**src/rtl/ahbl_arbiter_pkg.sv**
```systemverilog
`default_nettype none
// +----------------------------------------------------------------------+
// | ahbl_arbiter_pkg: shared AHB-lite encodings for the arbiter slice.   |
// | Revision: 1.0                                                        |
// +----------------------------------------------------------------------+
package ahbl_arbiter_pkg;

  typedef enum logic [1:0] {
    HTRANS_IDLE   = 2'b00,
    HTRANS_BUSY   = 2'b01,
    HTRANS_NONSEQ = 2'b10,
    HTRANS_SEQ    = 2'b11
  } htrans_e;

  // hwrite + hsize + hburst + hprot + hmaster + hmastlock + hexcl
  localparam int C_W_ATTR_FIXED = 1 + 3 + 3 + 4 + 8 + 1 + 1;

endpackage
`default_nettype wire

```
**src/rtl/onehot_mux.sv**
```systemverilog
`default_nettype none
// +----------------------------------------------------------------------+
// | onehot_mux: AND-OR multiplexer; an all-zero select yields zero.      |
// | Revision: 1.0                                                        |
// +----------------------------------------------------------------------+
module onehot_mux #(
  parameter int N = 2,
  parameter int W = 32
) (
  input  logic [N-1:0]   sel,
  input  logic [N*W-1:0] din,
  output logic [W-1:0]   dout
);

  always_comb begin
    dout = '0;
    for (int i = 0; i < N; i++) begin
      dout = dout | ({W{sel[i]}} & din[i*W +: W]);
    end
  end

endmodule
`default_nettype wire

```
**src/rtl/ahbl_arbiter.sv**
```systemverilog
`default_nettype none
// +----------------------------------------------------------------------+
// | ahbl_arbiter: N-master to 1-slave AHB-lite fixed-priority arbiter    |
// | with per-port address-phase buffering and locked-transfer support.   |
// | Revision: 1.0                                                        |
// +----------------------------------------------------------------------+
module ahbl_arbiter
  import ahbl_arbiter_pkg::*;
#(
  parameter int N_PORTS = 2,
  parameter int W_ADDR  = 32,
  parameter int W_DATA  = 32
) (
  input  logic                        clk,
  input  logic                        rst_n,
  input  logic [N_PORTS-1:0]          src_hready,
  output logic [N_PORTS-1:0]          src_hready_resp,
  output logic [N_PORTS-1:0]          src_hresp,
  output logic [N_PORTS-1:0]          src_hexokay,
  input  logic [N_PORTS*W_ADDR-1:0]   src_haddr,
  input  logic [N_PORTS*2-1:0]        src_htrans,
  input  logic [N_PORTS-1:0]          src_hwrite,
  input  logic [N_PORTS*3-1:0]        src_hsize,
  input  logic [N_PORTS*3-1:0]        src_hburst,
  input  logic [N_PORTS*4-1:0]        src_hprot,
  input  logic [N_PORTS*8-1:0]        src_hmaster,
  input  logic [N_PORTS-1:0]          src_hmastlock,
  input  logic [N_PORTS-1:0]          src_hexcl,
  input  logic [N_PORTS*W_DATA-1:0]   src_hwdata,
  output logic [N_PORTS*W_DATA-1:0]   src_hrdata,
  output logic                        dst_hready,
  input  logic                        dst_hready_resp,
  input  logic                        dst_hresp,
  input  logic                        dst_hexokay,
  output logic [W_ADDR-1:0]           dst_haddr,
  output logic [1:0]                  dst_htrans,
  output logic                        dst_hwrite,
  output logic [2:0]                  dst_hsize,
  output logic [2:0]                  dst_hburst,
  output logic [3:0]                  dst_hprot,
  output logic [7:0]                  dst_hmaster,
  output logic                        dst_hmastlock,
  output logic                        dst_hexcl,
  output logic [W_DATA-1:0]           dst_hwdata,
  input  logic [W_DATA-1:0]           dst_hrdata
);

  localparam int C_W_ATTR = W_ADDR + C_W_ATTR_FIXED;

  logic [N_PORTS-1:0]          w_live;
  logic [N_PORTS-1:0]          w_cand;
  logic [N_PORTS-1:0]          w_elig;
  logic [N_PORTS-1:0]          w_grant;
  logic                        w_found;
  logic [N_PORTS*C_W_ATTR-1:0] w_live_attr;
  logic [N_PORTS*C_W_ATTR-1:0] w_cand_attr;
  logic [C_W_ATTR-1:0]         w_dst_attr;
  logic [N_PORTS-1:0]          w_unused_htrans_lsb;

  logic [N_PORTS-1:0]          r_buf_valid;
  logic [C_W_ATTR-1:0]         r_buf_attr [N_PORTS];
  logic [N_PORTS-1:0]          r_grant_d;
  logic                        r_lock;
  logic [N_PORTS-1:0]          r_lock_owner;

  generate
    for (genvar i = 0; i < N_PORTS; i++) begin : g_port
      assign w_live[i] = src_hready[i] && src_htrans[2*i+1];
      assign w_unused_htrans_lsb[i] = src_htrans[2*i];
      assign w_live_attr[i*C_W_ATTR +: C_W_ATTR] = {
        src_haddr[i*W_ADDR +: W_ADDR], src_hwrite[i], src_hsize[3*i +: 3],
        src_hburst[3*i +: 3], src_hprot[4*i +: 4], src_hmaster[8*i +: 8],
        src_hmastlock[i], src_hexcl[i]};

      // A buffered request shadows the live bus; gating with rst_n keeps the slave idle in reset.
      assign w_cand[i] = rst_n && (r_buf_valid[i] || w_live[i]);
      assign w_cand_attr[i*C_W_ATTR +: C_W_ATTR] =
        r_buf_valid[i] ? r_buf_attr[i] : w_live_attr[i*C_W_ATTR +: C_W_ATTR];

      assign src_hready_resp[i] = r_grant_d[i] ? dst_hready_resp : !r_buf_valid[i];
      assign src_hresp[i]       = r_grant_d[i] && dst_hresp;
      assign src_hexokay[i]     = r_grant_d[i] && dst_hexokay;
      assign src_hrdata[i*W_DATA +: W_DATA] = dst_hrdata;
    end
  endgenerate

  always_comb begin
    w_elig  = r_lock ? (w_cand & r_lock_owner) : w_cand;
    w_grant = '0;
    w_found = 1'b0;
    for (int i = 0; i < N_PORTS; i++) begin
      if (w_elig[i] && !w_found) begin
        w_grant[i] = 1'b1;
        w_found    = 1'b1;
      end
    end
  end

  onehot_mux #(.N(N_PORTS), .W(C_W_ATTR)) u_attr_mux (
    .sel  (w_grant),
    .din  (w_cand_attr),
    .dout (w_dst_attr)
  );

  onehot_mux #(.N(N_PORTS), .W(W_DATA)) u_wdata_mux (
    .sel  (r_grant_d),
    .din  (src_hwdata),
    .dout (dst_hwdata)
  );

  assign {dst_haddr, dst_hwrite, dst_hsize, dst_hburst, dst_hprot,
          dst_hmaster, dst_hmastlock, dst_hexcl} = w_dst_attr;
  assign dst_htrans = (|w_grant) ? HTRANS_NONSEQ : HTRANS_IDLE;
  assign dst_hready = dst_hready_resp;

  always_ff @(posedge clk or negedge rst_n) begin
    if (!rst_n) begin
      r_buf_valid  <= '0;
      r_grant_d    <= '0;
      r_lock       <= 1'b0;
      r_lock_owner <= '0;
    end else begin
      for (int i = 0; i < N_PORTS; i++) begin
        if (w_grant[i] && dst_hready) begin
          r_buf_valid[i] <= 1'b0;
        end else if (w_live[i] && !r_buf_valid[i]) begin
          r_buf_valid[i] <= 1'b1;
        end
      end
      // Lock follows the address phase actually handed to the slave; an IDLE phase releases it.
      if (dst_hready) begin
        r_grant_d    <= w_grant;
        r_lock       <= dst_hmastlock && (|w_grant);
        r_lock_owner <= w_grant;
      end
    end
  end

  always_ff @(posedge clk) begin
    for (int i = 0; i < N_PORTS; i++) begin
      if (w_live[i] && !r_buf_valid[i]) begin
        r_buf_attr[i] <= w_live_attr[i*C_W_ATTR +: C_W_ATTR];
      end
    end
  end

endmodule
`default_nettype wire

```
**config.mk**
```make
export PLATFORM = sky130hd
export DESIGN_NAME = ahbl_arbiter
export DESIGN_NICKNAME = d
export VERILOG_FILES = /design/src/rtl/ahbl_arbiter_pkg.sv /design/src/rtl/onehot_mux.sv /design/src/rtl/ahbl_arbiter.sv
export SDC_FILE = /design/constraint.sdc
export NUM_CORES = 1
export LEC_CHECK = 0
export BUFFER_PORTS_ARGS = -buffer_cell sky130_fd_sc_hd__buf_2
export CORE_AREA = 2 2 145 147
export DETAILED_ROUTE_END_ITERATION = 10
export DIE_AREA = 0 0 147 149
export PLACE_DENSITY = 0.7
export SYNTH_ARGS = -nofsm -noshare
export SYNTH_HDL_FRONTEND = slang
export SYNTH_SLANG_ARGS = --single-unit
```
**constraint.sdc**
```tcl
create_clock -name clk -period 3.8 [get_ports clk]
set_input_delay 0.19 -clock clk [delete_from_list [all_inputs] [get_ports clk]]
set_output_delay 0.19 -clock clk [all_outputs]
set_load 0.02 [all_outputs]
```
Word-level counts from Yosys, hierarchy flattened --
Memory sizes are Yosys's and may differ from the RTL's. Cells that the tools add are included.
Operators by class: muxes and demuxes 16, reductions and logical operators 22, bitwise logic cells 7
Operators with widths (number):
- $and A53 B53 Y53 | 2
- $mux W53 | 2
- $and A32 B32 Y32 | 2
- $or A53 B53 Y53 | 1
- $or A32 B32 Y32 | 1
- $logic_and A1 B1 Y1 | 14
- $mux W1 | 12
- $mux W2 | 2
- $reduce_bool A2 Y1 | 2
- $logic_not A1 Y1 | 3
- $and A2 B2 Y2 | 1
- $logic_or A1 B1 Y1 | 2
- $reduce_or A2 Y1 | 1
Storage, ports and cells: memories 1, bits in writable memories 106, flip-flop bits (word level) 5, output and inout bits 158
Memories:
- r_buf_attr | depth 2, width 53, rd ports 2, clocked after memory_dff 0, wr ports 2, RTL line ahbl_arbiter.sv:61 | logic [C_W_ATTR-1:0] r_buf_attr [N_PORTS];

Logic depth before layout (Yosys ltp) --
Gate-level depths: netlist of run 1.
depth in word-level cells 12, depth in mapped cells 5

Cells and area by module --
A second synthesis of run 1 with hierarchy kept.
Unflattened totals: cell total of the unflattened synthesis 427, area total of the unflattened synthesis 6222.2 µm²
By module, submodules not included:
- ahbl_arbiter | area an instance 5268.8 µm², sequential area each 3308.2 µm², times used 1, cells an instance 324
- onehot_mux (u_attr_mux) | area an instance 603.1 µm², sequential area each 0.0 µm², times used 1, cells an instance 65
- onehot_mux (u_wdata_mux) | area an instance 350.3 µm², sequential area each 0.0 µm², times used 1, cells an instance 38

Worst setup path after synthesis of run 1 --
No wires, ideal clock.
kind reg-to-reg, start point reg r_buf_valid[0], end point mem r_buf_attr[0][0] (netlist name) (enable), clock period less this slack 3.492 ns, path slack 0.308 ns, arrival 3.027 ns, setup time 0.465 ns, stages on the path, launching flop included 4, cells stage by stage dfrtp_1 buf_2 buf_2 nor2_1
RTL lines:
- start, declared | RTL line ahbl_arbiter.sv:60 | logic [N_PORTS-1:0] r_buf_valid;
- start signal, assigned | RTL line ahbl_arbiter.sv:118 | r_buf_valid <= '0;
- start signal, assigned by index | RTL line ahbl_arbiter.sv:125 | r_buf_valid[i] <= 1'b0;
- start signal, assigned by index | RTL line ahbl_arbiter.sv:127 | r_buf_valid[i] <= 1'b1;
- end, declared | RTL line ahbl_arbiter.sv:61

Final worst setup path of run 1 --
start point reg r_buf_valid[1], end point out dst_haddr[29]
On the way: cells in the longest elaborated chain, start to end 8, elaborated cells between the ends (all ways) 9, those cells by class mux: 3; bitwise: 3; reduce/logical: 3
Ends and longest elaborated chain:
- $logic_or A1 B1 Y1 | RTL line ahbl_arbiter.sv:76 | assign w_cand[i] = rst_n && (r_buf_valid[i] || w_live[i]);
- $logic_and A1 B1 Y1 | RTL line ahbl_arbiter.sv:76
- $and A2 B2 Y2 | RTL line ahbl_arbiter.sv:88 | w_elig = r_lock ? (w_cand & r_lock_owner) : w_cand;
- $mux W2 | RTL line ahbl_arbiter.sv:88
- $logic_and A1 B1 Y1 | RTL line ahbl_arbiter.sv:92 | if (w_elig[i] && !w_found) begin
- $mux W1 | RTL line ahbl_arbiter.sv:92
- $and A53 B53 Y53 * | RTL line onehot_mux.sv:18 | dout = dout | ({W{sel[i]}} & din[i*W +: W]);
- $or A53 B53 Y53 * | RTL line onehot_mux.sv:18
- end, declared | RTL line ahbl_arbiter.sv:35 | output logic [W_ADDR-1:0] dst_haddr,
Mark *: on every way between the ends. The rest lies on a longest branch, timed or not.

==> results of run 1 <==
## logic make-up (layout without fill, tap and decap cells)
logic type | count (synthesis) | count (layout)
DFF | 111 | 111
muxes | 109 | 109
buffers and inverters | 100 | 307
AOI/OAI and AO/OA | 95 | 95
and+or+nand+nor | 13 | 13
other | 1 | 3
## stage by stage
stage | util [%] | hold slack, ns | cells | power, mW
finish | 37.39 | 0.01320 | 913 | 4.121
global route | 37.36 | 0.002068 | 911 | 4.307
CTS | 37.32 | 0.0004017 | 910 | 4.181
detailed placement | 35.44 | 0.05178 | 885 | 3.191
global placement | 35.44 | 0.04484 | 885 | 3.172
floorplan | - | -0.1056 | 429 | 2.741
## power by group through the flow
stage	Clock [mW]	Sequential [mW]	Combinational (mW)
floorplan	0	1.48	1.26
global placement	0	1.48	1.69
detailed placement	0	1.49	1.70
CTS	1.01	1.46	1.72
global route	1.05	1.47	1.79
finish	0.981	1.46	1.68
## Yosys cell counts, types with 3 or more instances
master	number
sky130_fd_sc_hd__a21oi_1	3
sky130_fd_sc_hd__a22o_1	32
sky130_fd_sc_hd__and2_1	4
sky130_fd_sc_hd__buf_2	17
sky130_fd_sc_hd__buf_4	67
sky130_fd_sc_hd__buf_6	5
sky130_fd_sc_hd__clkbuf_1	7
sky130_fd_sc_hd__dfrtp_1	5
sky130_fd_sc_hd__edfxtp_1	106
sky130_fd_sc_hd__mux2i_1	107
sky130_fd_sc_hd__nand2_1	4
sky130_fd_sc_hd__o22ai_2	51
## per-layer routing
| metal | wire, um | up-vias | GRT usage [%] |
|---|---|---|---|
| li1 | - | 2013 | - |
| met1 | 7032 | 2138 | 18.23 |
| met2 | 10100 | 202 | 30.16 |
| met3 | 1482 | 27 | 5.015 |
| met4 | 350 | 2 | 6.058 |
| met5 | 11 | - | 0 |
## worst register-to-register path, delay by kind of cell (launching register included)
kind,cells,cell delay (ns)
flops,1,0.47
buf+inv,2,1.07
simple gates,1,0.21
## what timing repair did
item	in CTS	in global routing
hold endpoints to repair	13	1
gates resized for setup	0	0
hold buffers	9	1
buffers inserted	0	0
endpoints found under the setup margin	0	0
## registers in the layout (all words and copies together) (netlist names)
| signal | count |
|---|---|
| r_lock | 1 |
| r_lock_owner | 2 |
| r_buf_attr | 106 |
| r_buf_valid | 2 |
## area by class of cell
type / count / area (um^2) / share of cell area (%)
diodes: 2 / 5.005 / 0.06511
repair buffers: 289 / 1529 / 19.89
well taps: 275 / 344.1 / 4.477
inverters: 2 / 7.507 / 0.09767
clock buffers: 10 / 229.0 / 2.979
flip-flops and latches: 111 / 3316 / 43.14
clock inverters: 6 / 67.56 / 0.8790
multi-input cells: 218 / 2188 / 28.47
## worst paths after layout
kind,to,slack (ns)
worst min register to register,r_lock$_DFFE_PN0P_,0.54
worst min-delay path,r_buf_attr[0][75]$_DFFE_PP_,0.01
worst max-delay path,dst_haddr[29],0.83
worst max register to register,r_buf_attr[0][37]$_DFFE_PP_,1.64
max in group asynchronous,r_buf_valid[1]$_DFFE_PN0P_,3.34
min in group asynchronous,r_lock_owner[0]$_DFFE_PN0P_,0.26
==> metrics.txt, run 1 <==
violation count after the first detailed-routing iteration=144; Worst Tran Pin Value=1.036 ns; Worst path top cell family by delay=compound AO/OA/AOI/OAI gates; async set-reset flop share out of synthesis=4.505%; Worst Setup Slack post-DPL=1.197 ns; Top Ports=371; routed length per placed instance=20.79 um; pin count of the biggest net entering global routing=57; number of cell instances on the worst register-to-register path=3; synth top area cells=sky130_fd_sc_hd__edfxtp_1 52%, sky130_fd_sc_hd__mux2i_1 17%, sky130_fd_sc_hd__o22ai_2 10%; Netlist cell types=27; cell type with the highest aggregate area in the netlist=sky130_fd_sc_hd__edfxtp_1; main combinational cell family by area after synthesis=multiplexers; weighted congestion reported at the end of routability-driven placement=0.7044; count of unresolved DRC violations after routing=0; multiplexer share of the synthesized area=17.77%; proportion of power drawn by combinational gates=40.8%; starting density of the core=29.93%; total global routing track utilization=16.54%; worst setup path startpoint=r_buf_valid[1]$_DFFE_PN0P_; sequential area share after synthesis=53.76%; mean area per synthesized cell=14.34 um^2; Fillers=2,014; buffers from clock root to sink, at most=2; buffering stage count on the worst path with inverters included=2; Worst path max stage delay=0.77 ns; Worst Skew=0.01270 ns; Worst IR Drop VDD=304.0 uV; overall die height=149 um; clock tree from TritonCTS=yes; Port Buf Inserts=271; highest-count cells in the layout ignoring fill and taps=271 x sky130_fd_sc_hd__buf_2, 107 x sky130_fd_sc_hd__mux2i_1, 106 x sky130_fd_sc_hd__edfxtp_1; post-synthesis to final-layout area growth=24.91%; relative contribution of the clock network to total power=23.8%; area share of and/or/nand/nor cells after synthesis=1.057%; final instance area=7686 um^2; run status=completed; share of the synthesized area in the top cell type=51.73%; clk root buf=sky130_fd_sc_hd__clkbuf_16; H-Tree Depth=3; crit path time final=2.975 ns; synthesized area=6153 um^2; Reg power frac=35.4%; fraction of layout cells with a size suffix above 1=55.35%; number of buffers created by CTS=9; Warnings, synthesis=0; Post-Syn Instances=429; Final Max Slew Viols=0; most common cell after layout, fill and taps aside=sky130_fd_sc_hd__buf_2; fraction of the mapped netlist area in adder cells=0%; die footprint=21,900 um^2; Post-DRT Antenna Nets=0; HP Class=in2reg; library cell contributing the largest single delay on the critical path=sky130_fd_sc_hd__a2111o_2; Clk Latency, worst-skew pair=0.36 ns; critical path cell sequence=a21oi_1 -> a2111o_2 -> buf_4 -> o22ai_2 -> buf_2; Setup CP Type=reg2out; cell leakage power=3.494 nW; detailed-route vias per instance=4.800; CP max FO=30; final critical-path share of the clock period=78.29%; data arrival at the endpoint of the critical path=2.78 ns; number of synthesized flops with an enable pin=106; standard-cell rows=53; antenna violations before repair=3; wire length of the first global-routing pass=26.92 mm; Worst setup SP type=register; cell depth of the worst setup path=5; Area after DPL=7284 um^2; Critical Path Sink Type=output pin; number of hold-slack violations in the final timing report=0; Setup TNS Final=0 ns; Core Box Area=20,560 um^2; compound-gate portion of the synthesized area=16.21%; total net switching power=1.523 mW; Post-Synth XOR/XNOR Area=0%; DIE WIDTH=147 um; detailed-router iteration count before antenna repair=4; number of instances on the worst hold path=1; TritonCTS Sinks=111; net count reported at finish=844; worst rel slew slack=30.96%; pwr dens=536.2 nW/um^2; data required time at the worst endpoint=3.61 ns; Sw Share=36.95%; Reg-to-Reg Start=r_buf_valid[0]$_DFFE_PN0P_; Most used DFF post-synth=sky130_fd_sc_hd__edfxtp_1; PnR worst setup slack=0.8251 ns; RSZ-0062 raised after global routing=false; total congestion overflow=0; Max-cap violations=0; startpoint of the worst hold path=src_haddr[33]; number of flip-flops and latches in the synthesized netlist=111; total vias in the final route=4,382; routed wire length=18.98 mm; number of nets in the synthesized netlist=642; DP Wirelength=13.88 mm; number of global-route vias before repair=4,340; Setup Viol. Count Final=0; maximum frequency from static timing analysis=336.1 MHz; total internal power=2.598 mW; clock transition time at the flip-flop clock pins of the worst setup and hold paths=0.08 ns
Note: power is estimated with default switching activity, not from simulation.
==> inputs of run 2 (changes only) <==
--- a/config.mk
+++ b/config.mk
@@ -5,10 +5,11 @@
 export SDC_FILE = /design/constraint.sdc
 export NUM_CORES = 1
 export LEC_CHECK = 0
+export ABC_AREA = 1
 export BUFFER_PORTS_ARGS = -buffer_cell sky130_fd_sc_hd__buf_2
-export CORE_AREA = 2 2 145 147
+export CORE_AREA = 2 2 144 146
 export DETAILED_ROUTE_END_ITERATION = 10
-export DIE_AREA = 0 0 147 149
+export DIE_AREA = 0 0 146 148
 export PLACE_DENSITY = 0.7
 export SYNTH_ARGS = -nofsm -noshare
 export SYNTH_HDL_FRONTEND = slang
==> constraint.sdc (replaced) <==
create_clock -name clk -period 2.95 [get_ports clk]
set_input_delay 0.1475 -clock clk [delete_from_list [all_inputs] [get_ports clk]]
set_output_delay 0.1475 -clock clk [all_outputs]
set_load 0.02 [all_outputs]
==> metrics.txt, run 2 <==
run status=completed (unchanged); H-Tree Depth=3 (unchanged); antenna violations before repair=7 (was 3); most common cell in the netlist=sky130_fd_sc_hd__edfxtp_1 (was sky130_fd_sc_hd__mux2i_1); highest-count cells in the layout ignoring fill and taps=271 x sky130_fd_sc_hd__buf_2, 106 x sky130_fd_sc_hd__dlygate4sd3_1, 106 x sky130_fd_sc_hd__edfxtp_1 (was 271 x sky130_fd_sc_hd__buf_2, 107 x sky130_fd_sc_hd__mux2i_1, 106 x sky130_fd_sc_hd__edfxtp_1); number of cell instances on the worst register-to-register path=3 (unchanged); wire length of the first global-routing pass=28.43 mm (was 26.92 mm); Setup TNS Final=0 ns (unchanged); Reg-to-Reg Start=r_buf_valid[1]$_DFFE_PN0P_ (was r_buf_valid[0]$_DFFE_PN0P_); net count reported at finish=1,067 (was 844); Reg with most FFs=r_buf_attr (unchanged); number of global-route vias before repair=5,429 (was 4,340); Worst Setup Slack post-DPL=0.9080 ns (was 1.197 ns); termination of the worst setup path=dst_haddr[27] (was dst_haddr[29]); die footprint=21,610 um^2 (was 21,900 um^2); routed length per placed instance=16.52 um (was 20.79 um); DIE WIDTH=146 um (was 147 um); Post-Syn Instances=557 (was 429); cell type with the highest aggregate area in the netlist=sky130_fd_sc_hd__edfxtp_1 (unchanged); TritonCTS Sinks=111 (unchanged); post-route insts no fill=1,135 (was 913); Worst setup SP type=input pin (was register); most common cell after layout, fill and taps aside=sky130_fd_sc_hd__buf_2 (unchanged); number of hold-slack violations in the final timing report=0 (unchanged); data arrival at the endpoint of the critical path=2.09 ns (was 2.78 ns); number of buffers created by CTS=9 (unchanged); pin count of the biggest net entering global routing=56 (was 57); starting density of the core=30.59% (was 29.93%); Top Ports=371 (unchanged); share of the synthesized area in the top cell type=51.93% (was 51.73%); Setup CP Type=in2out (was reg2out); Setup Viol. Count Final=0 (unchanged); total congestion overflow=0 (unchanged); count of unresolved DRC violations after routing=0 (unchanged); Largest regs=r_buf_attr (106), r_buf_valid (2), r_lock_owner (2) (unchanged); synth top area cells=sky130_fd_sc_hd__edfxtp_1 52%, sky130_fd_sc_hd__mux2_2 9.6%, sky130_fd_sc_hd__buf_4 8.2% (was sky130_fd_sc_hd__edfxtp_1 52%, sky130_fd_sc_hd__mux2i_1 17%, sky130_fd_sc_hd__o22ai_2 10%); DP Wirelength=12.30 mm (was 13.88 mm); pwr dens=620.1 nW/um^2 (was 536.2 nW/um^2); terminus of the critical flop-to-flop path=r_buf_attr[0][101]$_DFFE_PP_ (was r_buf_attr[0][37]$_DFFE_PP_); Clk Latency, worst-skew pair=0.35 ns (was 0.36 ns); Worst Tran Pin Value=0.7877 ns (was 1.036 ns); worst hold slack across all endpoints=0.03342 ns (was 0.01320 ns); Port Buf Inserts=271 (unchanged); cell leakage power=3.659 nW (was 3.494 nW); Area after DPL=7259 um^2 (was 7284 um^2); final critical-path share of the clock period=75.72%; flip-flop count of the largest register, all copies and words added=106 (unchanged); maximum frequency from static timing analysis=447.7 MHz; CP max FO=30 (unchanged); register-to-register setup slack=0.96 ns (was 1.64 ns); detailed-route vias per instance=4.703 (was 4.800); Post-DRT Antenna Nets=0 (unchanged); number of flip-flops and latches in the synthesized netlist=111 (unchanged); Post-synth top cells=106 x sky130_fd_sc_hd__edfxtp_1, 74 x sky130_fd_sc_hd__nand2_1, 67 x sky130_fd_sc_hd__buf_4 (was 107 x sky130_fd_sc_hd__mux2i_1, 106 x sky130_fd_sc_hd__edfxtp_1, 67 x sky130_fd_sc_hd__buf_4); HP Class=in2reg (unchanged); number of synthesized flops with an enable pin=106 (unchanged); synthesized area=6130 um^2 (was 6153 um^2); Most used DFF post-synth=sky130_fd_sc_hd__edfxtp_1 (unchanged); Warnings, synthesis=0 (unchanged); number of nets in the synthesized netlist=770 (was 642); PnR worst setup slack=0.7163 ns (was 0.8251 ns); RSZ-0062 raised after global routing=false (unchanged); sequential area share after synthesis=53.97% (was 53.76%); post-synthesis to final-layout area growth=40.58% (was 24.91%); clock tree from TritonCTS=yes (unchanged); async set-reset flop share out of synthesis=4.505% (unchanged); total global routing track utilization=16.75% (was 16.54%); weighted congestion reported at the end of routability-driven placement=0.7887 (was 0.7044); buffers from clock root to sink, at most=2 (unchanged); data required time at the worst endpoint=2.80 ns (was 3.61 ns); Critical Path Sink Type=output pin (unchanged); number of instances on the worst hold path=1 (unchanged); overall power after layout=5.343 mW (was 4.121 mW); Max-cap violations=0 (unchanged); routed wire length=18.75 mm (was 18.98 mm); Post-CTS Repair Setup Buffers=0 (unchanged); mean area per synthesized cell=11.00 um^2 (was 14.34 um^2); fraction of layout cells with a size suffix above 1=47.85% (was 55.35%); Final Max Slew Viols=0 (unchanged); final instance area=8617 um^2 (was 7686 um^2); worst rel slew slack=47.36% (was 30.96%); worst setup path startpoint=rst_n (was r_buf_valid[1]$_DFFE_PN0P_); crit path time final=2.234 ns; # placed instances=1,007 (was 885); Worst Skew=0.01453 ns (was 0.01270 ns); overall die height=148 um (was 149 um); detailed-router iteration count before antenna repair=4 (unchanged); clock transition time at the flip-flop clock pins of the worst setup and hold paths=0.07 ns (was 0.08 ns); clk root buf=sky130_fd_sc_hd__clkbuf_16 (unchanged); Core Box Area=20,040 um^2 (was 20,560 um^2); Netlist cell types=23 (was 27); violation count after the first detailed-routing iteration=202 (was 144); standard-cell rows=52 (was 53); Worst IR Drop VDD=298.8 uV (was 304.0 uV); share of the core filled with cells in the final layout=43.00% (was 37.39%); total vias in the final route=5,338 (was 4,382)
## run 2: worst min-delay path by stage
stage / from / end / slack (ns)
after floorplan: rst_n / r_buf_valid[0]$_DFFE_PN0P_ / -0.15
after global placement: rst_n / r_lock_owner[0]$_DFFE_PN0P_ / -0.01
after detailed placement: rst_n / r_lock_owner[1]$_DFFE_PN0P_ / -0.01
after CTS: src_hmaster[0] / r_buf_attr[0][2]$_DFFE_PP_ / 0.01
after global routing: src_hmaster[0] / r_buf_attr[0][2]$_DFFE_PP_ / 0.02
final: src_hmaster[0] / r_buf_attr[0][2]$_DFFE_PP_ / 0.03
## run 2: area by class of cell
cell class	instances	area [um^2]
antenna	6	15.01
clock buffer	10	229.0
clock inverter	6	52.55
fill	1877	11420
inverter	12	45.04
multi-input combinational	331	2095
sequential	111	3311
tap	270	337.8
timing repair buffer	389	2532
## run 2: critical path, stage by stage
cell and delay, ns:
sky130_fd_sc_hd__dlygate4sd3_1 0.57, sky130_fd_sc_hd__buf_2 0.22, sky130_fd_sc_hd__nand2_1 0.09, sky130_fd_sc_hd__nor2_1 0.16
sky130_fd_sc_hd__and2_2 0.17, sky130_fd_sc_hd__buf_4 0.32, sky130_fd_sc_hd__nand2_1 0.09, sky130_fd_sc_hd__o21ai_1 0.12
sky130_fd_sc_hd__buf_2 0.19
## run 2: logic make-up after synthesis
kind of cell	share of synthesized area (%)
AO/OA/AOI/OAI	13.76
buffers and inverters	12.13
flip-flops	53.97
multiplexers	9.553
other	0.06118
AND/OR/NAND/NOR	10.53
## run 2: metal layers
layer  track usage (%)  part of all wire (%)  up-vias
li1                  -                     -     2510
met1             18.76                    39     2503
met2             28.63                    50      279
met3             4.691                   7.2       46
met4             9.854                   3.7        0
met5                 0                     0        -
## run 2: timing repair
action	4_1_cts	5_1_grt
hold buffers	106	0
endpoints found under the hold margin	110	0
resized for setup	0	0
## run 2: power by group
| part | internal, mW | switching, mW | total [mW] |
|---|---|---|---|
| clock network | 0.589 | 0.600 | 1.19 |
| registers | 1.85 | 0.0295 | 1.88 |
| logic | 0.903 | 1.37 | 2.27 |
